File: src/rtl/fir_arb_pkg.sv
// Shared types and defaults for the FIR requester arbiter.
// The timeout default is only present when FIR_ARB_TIMEOUT_EN is defined.
package fir_arb_pkg;

    localparam int DATA_W_DEF   = 16;
    localparam int NUM_COEF_DEF = 4;
`ifdef FIR_ARB_TIMEOUT_EN
    localparam int TIMEOUT_CYC_DEF = 64;
`endif

    typedef enum logic [1:0] {
        ARB   = 2'b00,
        ISSUE = 2'b01,
        BUSY  = 2'b10,
        CWAIT = 2'b11
    } arb_state_e;

    typedef enum logic [1:0] {
        GNT_NONE = 2'b00,
        GNT_SAMP = 2'b01,
        GNT_COEF = 2'b10
    } grant_e;

    // Burst counter width; a single-word burst still needs one bit.
    function automatic int cnt_w(input int n);
        return (n > 1) ? $clog2(n) : 1;
    endfunction

endpackage

File: src/rtl/fir_req_arbiter_rr_pick2.sv
// Two-way round-robin selector: on a tie the requester that was not granted last wins.
module rr_pick2
    import fir_arb_pkg::*;
(
    input  logic   samp_valid_i,
    input  logic   coef_valid_i,
    input  grant_e last_grant_i,
    output grant_e pick_o
);

    // Pick a requester from the valids and the previous grant.
    always_comb begin
        pick_o = GNT_NONE;
        if (samp_valid_i && coef_valid_i) begin
            pick_o = (last_grant_i == GNT_SAMP) ? GNT_COEF : GNT_SAMP;
        end else if (samp_valid_i) begin
            pick_o = GNT_SAMP;
        end else if (coef_valid_i) begin
            pick_o = GNT_COEF;
        end else begin
            pick_o = GNT_NONE;
        end
    end

endmodule

File: src/rtl/fir_req_arbiter.sv
// Arbitrates sample and coefficient streams onto the shared FIR bus with dr/lc strobes.
// Optional watchdog enabled by defining FIR_ARB_TIMEOUT_EN.
module fir_req_arbiter
    import fir_arb_pkg::*;
#(
    parameter int DATA_W   = DATA_W_DEF,
    parameter int NUM_COEF = NUM_COEF_DEF
`ifdef FIR_ARB_TIMEOUT_EN
    ,
    parameter int TIMEOUT_CYC = TIMEOUT_CYC_DEF
`endif
) (
    input  logic                       clk,
    input  logic                       reset,
    input  logic                       samp_valid,
    input  logic [DATA_W-1:0]          samp_data,
    output logic                       samp_ready,
    input  logic                       coef_valid,
    input  logic [DATA_W-1:0]          coef_data,
    output logic                       coef_ready,
    input  logic                       modwait,
    input  logic                       err,
    output logic                       dr,
    output logic                       lc,
    output logic [DATA_W-1:0]          data_out,
    output logic [1:0]                 grant,
    output logic [cnt_w(NUM_COEF)-1:0] burst_cnt,
    output logic                       arb_err
);

    localparam int CNT_W = cnt_w(NUM_COEF);

    arb_state_e        state_q, state_d;
    grant_e            grant_q, grant_d;
    grant_e            last_grant_q, last_grant_d;
    grant_e            pick_s;
    logic [CNT_W-1:0]  burst_cnt_q, burst_cnt_d;
    logic [DATA_W-1:0] data_q, data_d;
    logic              arb_err_q, arb_err_d;
    logic              samp_ready_s, coef_ready_s;

`ifdef FIR_ARB_TIMEOUT_EN
    localparam int TMO_W = $clog2(TIMEOUT_CYC + 1);
    logic [TMO_W-1:0]  tmo_q, tmo_d;
`endif

    rr_pick2 u_pick (
        .samp_valid_i (samp_valid),
        .coef_valid_i (coef_valid),
        .last_grant_i (last_grant_q),
        .pick_o       (pick_s)
    );

    // Next-state and handshake decode.
    always_comb begin
        state_d      = state_q;
        grant_d      = grant_q;
        last_grant_d = last_grant_q;
        burst_cnt_d  = burst_cnt_q;
        data_d       = data_q;
        arb_err_d    = arb_err_q;
        samp_ready_s = 1'b0;
        coef_ready_s = 1'b0;

        case (state_q)
            ARB: begin
                grant_d = GNT_NONE;
                // A busy controller (another source) blocks any new grant.
                if (!modwait && (pick_s != GNT_NONE)) begin
                    if (pick_s == GNT_SAMP) begin
                        samp_ready_s = 1'b1;
                        data_d       = samp_data;
                    end else begin
                        coef_ready_s = 1'b1;
                        data_d       = coef_data;
                    end
                    grant_d      = pick_s;
                    last_grant_d = pick_s;
                    burst_cnt_d  = '0;
                    arb_err_d    = 1'b0;
                    state_d      = ISSUE;
                end else begin
                    state_d = ARB;
                end
            end
            ISSUE: begin
                if (modwait) begin
                    state_d = BUSY;
                end else begin
                    state_d = ISSUE;
                end
            end
            BUSY: begin
                if (!modwait) begin
                    if (err) begin
                        arb_err_d   = 1'b1;
                        burst_cnt_d = '0;
                        grant_d     = GNT_NONE;
                        state_d     = ARB;
                    end else if ((grant_q == GNT_COEF) &&
                                 (burst_cnt_q != CNT_W'(NUM_COEF - 1))) begin
                        burst_cnt_d = burst_cnt_q + CNT_W'(1);
                        state_d     = CWAIT;
                    end else begin
                        burst_cnt_d = '0;
                        grant_d     = GNT_NONE;
                        state_d     = ARB;
                    end
                end else begin
                    state_d = BUSY;
                end
            end
            CWAIT: begin
                // The burst owns the bus; sample requests are ignored here.
                if (coef_valid) begin
                    coef_ready_s = 1'b1;
                    data_d       = coef_data;
                    arb_err_d    = 1'b0;
                    state_d      = ISSUE;
                end else begin
                    state_d = CWAIT;
                end
            end
            default: begin
                grant_d     = GNT_NONE;
                burst_cnt_d = '0;
                state_d     = ARB;
            end
        endcase

`ifdef FIR_ARB_TIMEOUT_EN
        if ((state_q != ARB) && (tmo_q == TMO_W'(TIMEOUT_CYC - 1))) begin
            samp_ready_s = 1'b0;
            coef_ready_s = 1'b0;
            data_d       = data_q;
            arb_err_d    = 1'b1;
            burst_cnt_d  = '0;
            grant_d      = GNT_NONE;
            state_d      = ARB;
        end else begin
            arb_err_d = arb_err_d;
        end
`endif
    end

`ifdef FIR_ARB_TIMEOUT_EN
    // Watchdog counts cycles spent in one non-idle state.
    always_comb begin
        tmo_d = '0;
        if ((state_q != ARB) && (state_d == state_q)) begin
            tmo_d = tmo_q + TMO_W'(1);
        end else begin
            tmo_d = '0;
        end
    end

    // Watchdog register.
    always_ff @(posedge clk or posedge reset) begin
        if (reset) begin
            tmo_q <= '0;
        end else begin
            tmo_q <= tmo_d;
        end
    end
`endif

    // State and datapath registers.
    always_ff @(posedge clk or posedge reset) begin
        if (reset) begin
            state_q      <= ARB;
            grant_q      <= GNT_NONE;
            last_grant_q <= GNT_COEF;
            burst_cnt_q  <= '0;
            data_q       <= '0;
            arb_err_q    <= 1'b0;
        end else begin
            state_q      <= state_d;
            grant_q      <= grant_d;
            last_grant_q <= last_grant_d;
            burst_cnt_q  <= burst_cnt_d;
            data_q       <= data_d;
            arb_err_q    <= arb_err_d;
        end
    end

    assign samp_ready = samp_ready_s;
    assign coef_ready = coef_ready_s;
    assign dr         = (state_q == ISSUE) && (grant_q == GNT_SAMP);
    assign lc         = (state_q == ISSUE) && (grant_q == GNT_COEF);
    assign data_out   = data_q;
    assign grant      = grant_q;
    assign burst_cnt  = burst_cnt_q;
    assign arb_err    = arb_err_q;

endmodule

File: config.mk
export PLATFORM = sky130hd
export DESIGN_NAME = fir_req_arbiter
export DESIGN_NICKNAME = d
export VERILOG_FILES = /design/src/rtl/fir_arb_pkg.sv /design/src/rtl/fir_req_arbiter_rr_pick2.sv /design/src/rtl/fir_req_arbiter.sv
export SDC_FILE = /design/constraint.sdc
export NUM_CORES = 1
export LEC_CHECK = 0
export CORE_MARGIN = 1.5
export CORE_UTILIZATION = 46
export DETAILED_ROUTE_END_ITERATION = 8
export PLACE_DENSITY = 0.95
export SLEW_MARGIN = 20
export SYNTH_ARGS = -nofsm -noshare
export SYNTH_HDL_FRONTEND = slang
export SYNTH_SLANG_ARGS = --single-unit
File: constraint.sdc
create_clock -name clk -period 3.4 [get_ports clk]
set_clock_uncertainty 0.1 [all_clocks]
set_input_delay 0.51 -clock clk [delete_from_list [all_inputs] [get_ports clk]]
set_output_delay 0.51 -clock clk [all_outputs]
set_load 0.01 [all_outputs]
# Yosys cells after proc, flatten, opt, wreduce, memory -nomap -nowiden
# Index checks and enable logic that the tools add are counted.
# word_totals
reg_bits	25
latchBits	0
mem_bits_rw	0
mem_bits_ro	0
in_bits	38
output_inout_bits	25
word_cells	73
n_memories	0
# classes
n_addsub	1
n_mul	0
div	0
magnitude_cmp	0
eq_ne	13
n_shift	0
mux	37
bitwise	0
reduce_logical	16
# op_table
operator	count
$mux 16	3
$mux 2	17
$pmux 16 s2	1
$mux 1	11
$ne 2x2->1 const B	5
$reduce_and 3->1	3
$eq 2x1->1 const B	4
$pmux 2 s2	2
$pmux 2 s4	1
$eq 2x2->1 const B	3
$reduce_bool 2->1	3
$logic_and 1x1->1	5
$reduce_and 5->1	1
$ne 3x3->1 const B	1
$pmux 1 s3	1
$reduce_bool 3->1	1
$add 2x1->2 const B	1
$logic_not 2->1	1
$pmux 1 s2	1
$reduce_and 2->1	1
$logic_not 1->1	1

# Longest topological paths before layout
# Gate-level depths: netlist (run 1).
# logic_depth
ltp_word	7
mapped_depth	7

# By module
# Synthesis (run 1) repeated with hierarchy kept, for this count alone.
# unflattened
hier_cells	120
hier_area_um2	1450.1
# modules_own_cells
module	n_inst	cells_each	area_each_um2	seq_area_each_um2
fir_req_arbiter	1	116	1420.1	626.9
rr_pick2	1	4	30.0	0.0

# Worst setup path before layout (run 1)
# No wires, ideal clock.
# synth_timing
kind	flip-flop to output port
start	register state_q[0]
end	output port coef_ready
t_arrival_ns	1.459
required_ns	2.790
path_slack_ns	1.331
stages_incl_launch_ff	7
path_buffers	0
path_cell_list	dfrtp_1 -> inv_1 -> ha_1 -> nor2b_1 -> nand2_1 -> a21o_2 -> a21oi_1
# synth_between
elab_chain_cells	2
# synth_rtl
element	line_no	rtl
start: declaration	fir_req_arbiter.sv:33	arb_state_e state_q, state_d;
start signal: assignment	fir_req_arbiter.sv:177	state_q <= state_d;
$eq 2x2->1 or $logic_not 2->1 (tied branches)	fir_req_arbiter.sv:65	case (state_q)
$pmux 1 s2 *	fir_req_arbiter.sv:65	
end: declaration	fir_req_arbiter.sv:20	output logic coef_ready,
# Mark *: on every way between the ends. The rest lies on a longest branch, timed or not.

# Final worst setup path (run 1)
# Same ends and word-level chain as after synthesis.

==> results of run 1 <==
-- worst min path at each step --
stage	start	cells past startpoint	end	slack (ns)
3_3_place_gp	data_out[14]	1	data_out[14]	0.39
5_1_grt	data_out[12]	1	data_out[12]	0.45
3_5_place_dp	data_out[12]	1	data_out[12]	0.40
2_1_floorplan	last_grant_q[1]	2	last_grant_q[1]	0.38
6_report	data_out[12]	1	data_out[12]	0.43
4_1_cts	data_out[12]	1	data_out[12]	0.43
-- cell families after synthesis --
group,count (synthesis),share of synthesized area (%)
muxes,33,29.33
DFF,25,41.17
AOI/OAI and AO/OA,23,11.01
and+or+nand+nor,23,7.971
buffers and inverters,9,4.766
adders and majority gates,7,5.752
-- through the flow --
stage / worst slack [ns] / total power [mW] / hold WS (ns)
floorplan: 1.331 / 0.8805 / 0.3841
global placement: 0.5460 / 1.165 / 0.3884
detailed placement: 0.4678 / 1.194 / 0.3963
CTS: 0.2907 / 1.338 / 0.4264
global route: 0.08612 / 1.410 / 0.4506
finish: 0.2907 / 1.325 / 0.4255
-- power groups by stage --
stage	sequential (mW)	clock, mW	combinational (mW)
2_1_floorplan	0.541	0	0.340
3_3_place_gp	0.498	0	0.667
3_5_place_dp	0.502	0	0.692
4_1_cts	0.502	0.142	0.694
5_1_grt	0.521	0.155	0.734
6_report	0.501	0.139	0.684
-- final cells by class --
cell class                 count  share of cell area (%)
sequential                    25                   28.73
inverter                       5                  0.8601
clock buffer                   3                   1.032
multi-input combinational     86                   37.73
tap                           44                   2.523
timing repair buffer          63                   28.78
clock inverter                 1                  0.3440
-- synthesized netlist by cell type (2+ instances only) --
master    count
ha_1          7
a31oi_1       2
nand2b_1      4
nor2_1        5
a21oi_1       4
a41oi_1       2
mux2_4       20
nand2_1       6
o21ai_0       6
dfrtp_1      24
mux2_2       13
buf_6         3
nor2b_1       2
a22o_1        3
inv_1         5
-- registers in the layout, summed over array words and instances (netlist names) --
signal	count
state_q	2
data_out	16
last_grant_q	2
arb_err	1
grant	2
burst_cnt	2
-- worst max-delay path: stages (launching register included) --
cell and delay, ns:
dfrtp_1 0.45, inv_1 0.13, ha_1 0.34, nor2b_1 0.25
nand2_1 0.11, a21o_2 0.21, a21oi_1 0.13, clkdlybuf4s50_1 0.55
-- cells in the final DEF, fill, tap and decap left out, drive strengths merged --
cell type / synthesis / layout
clkdlybuf4s50: 0 / 62
mux2: 33 / 33
dfrtp: 24 / 24
ha: 7 / 7
nand2: 6 / 6
o21ai: 6 / 6
inv: 5 / 5
nor2: 5 / 5
a21oi: 5 / 5
nand2b: 4 / 4
a22o: 3 / 3
clkbuf: 0 / 3
nor2b: 2 / 2
a31oi: 2 / 2
a41oi: 2 / 2
a21o: 2 / 2
and3: 2 / 2
nand3: 2 / 2
nand3b: 1 / 1
a211oi: 1 / 1
o31ai: 1 / 1
and2: 1 / 1
a211o: 1 / 1
clkinvlp: 0 / 1
dfstp: 1 / 1
buf: 4 / 1
-- routing by layer --
layer / wire [um] / track usage [%] / share of wire, %
met1: 1313 / 24.56 / 40
met2: 1703 / 37.27 / 51
met3: 259 / 5.757 / 7.8
met4: 44 / 5.590 / 1.3
met5: 0 / 0 / 0
==> flow_metrics.env, run 1 <==
export IMPL_status="complete, no violations"
export IMPL_multiInputGateArea_um2=823.3
export IMPL_place_area_um2=2152
export IMPL_cts_buffers=3
export IMPL_cp_start_kind="flip-flop"
export IMPL_required_ns=2.79
export IMPL_gp_congestion=0.7944
export IMPL_fmax_mhz=321.6
export IMPL_drt_iter0_drc=51
export IMPL_maxCapViolCount=0
export IMPL_rows=20
export IMPL_syn_cell_area_um2=1523
export IMPL_synth_top_area_share_pct=39.44
export IMPL_fill_cells=224
export IMPL_dp_hpwl_mm=2.644
export IMPL_grt_max_degree=26
export IMPL_antenna_cells=0
export IMPL_r2r_cells=5
export IMPL_syn_to_final_growth_pct=43.30
export IMPL_slew_viol_final=0
export IMPL_cts_path_max_buffers=2
export IMPL_via_count=1181
export IMPL_wirelength_mm=3.321
export IMPL_dieWidth_um=60.54
export IMPL_port_buffers=62
export IMPL_clock_sinks=25
export IMPL_pwr_share_clk_pct=10.5
export IMPL_synth_edf_count=0
export IMPL_synth_cell_types=29
export IMPL_post_route_util_pct=70.32
export IMPL_worstPathArrival_ns=2.50
export IMPL_synth_flop_cell="dfrtp_1"
export IMPL_endpoint_kind="output pin"
export IMPL_hold_path_class="flip-flop to flip-flop"
export IMPL_finalHoldViolCount=0
export IMPL_cts_tree="built"
export IMPL_grt_use_total_pct=20.79
export IMPL_die_h_um=60.54
export IMPL_relSlewSlack_pct=39.61
export IMPL_ys_seq_elements=25
export IMPL_finalSetupViolCount=0
export IMPL_grt_pass1_vias=1171
export IMPL_yosys_area_top_type="dfrtp_1"
export IMPL_avgSynthCellArea_um2=12.69
export IMPL_worstSetupPathType="flip-flop to output pin"
export IMPL_clkSlewWorstSetupHoldPaths_ns=0.15
export IMPL_routedWlPerCell_um=14.63
export IMPL_crit_start="state_q[0]"
export IMPL_worst_pin_slew_ns=0.9049
export IMPL_crit_end="coef_ready"
export IMPL_power_leakage_nw=0.9517
export IMPL_ys_seq_area_share_pct=41.17
export IMPL_stdcell_count=227
export IMPL_drc=0
export IMPL_grt_setup_unrepaired="false"
export IMPL_drt_pass1_iterations=4
export IMPL_post_route_period_util_pct=91.45
export IMPL_ys_warn_count=0
export IMPL_cts_setup_buffers=0
export IMPL_synth_fp_nets=165
export IMPL_synth_area_leaders="dfrtp_1, mux2_4, mux2_2, ha_1, buf_6"
export IMPL_setup_tns_final_ns=0
export IMPL_swShare_pct=32.02
export IMPL_pwr_share_seq_pct=37.9
export IMPL_seq_area_um2=626.9
export IMPL_io_pins=63
export IMPL_initial_core_util_pct=49.07
export IMPL_p_comb_share_pct=51.7
export IMPL_async_reset_ff_share_pct=100.0
export IMPL_dp_cells=223
export IMPL_nets=229
export IMPL_clk_latency_ns=0.33
export IMPL_grt_pass1_wl_mm=5.513
export IMPL_cts_root_buffer="clkbuf_4"
export IMPL_design_area_um2=2182
export IMPL_fp_coreArea_um2=3103
export IMPL_worst_ir_drop_vdd_mv=0.5001
export IMPL_cp_max_fo=7
export IMPL_reg2reg_to="data_out[3]"
export IMPL_p_switching_mw=0.4242
export IMPL_h_tree_depth=1
export IMPL_synth_cells=120
export IMPL_postCtsHoldBufs=0
export IMPL_ctsResizeCount=0
export IMPL_period_minus_slack_ns=3.109
export IMPL_p_int_mw=0.9003
export IMPL_floorplan_die_area_um2=3664
export IMPL_grt_antenna_before_repair=0
export IMPL_power_density_nw_per_um2=607.0
export IMPL_r2r_slack_ns=1.22
export IMPL_vias_per_cell=5.203
export IMPL_grt_overflow_total=0
export IMPL_r2r_start="state_q[0]"
export IMPL_drive_above_1_share_pct=24.04
export IMPL_ant_nets=0
(Power assumes the default switching activity.)
==> run 2: changes to the inputs <==
CAP_MARGIN = 20   (was unset)
==> results of run 2 <==
No change in the layout: final DEF, timing and power equal those of run 1.
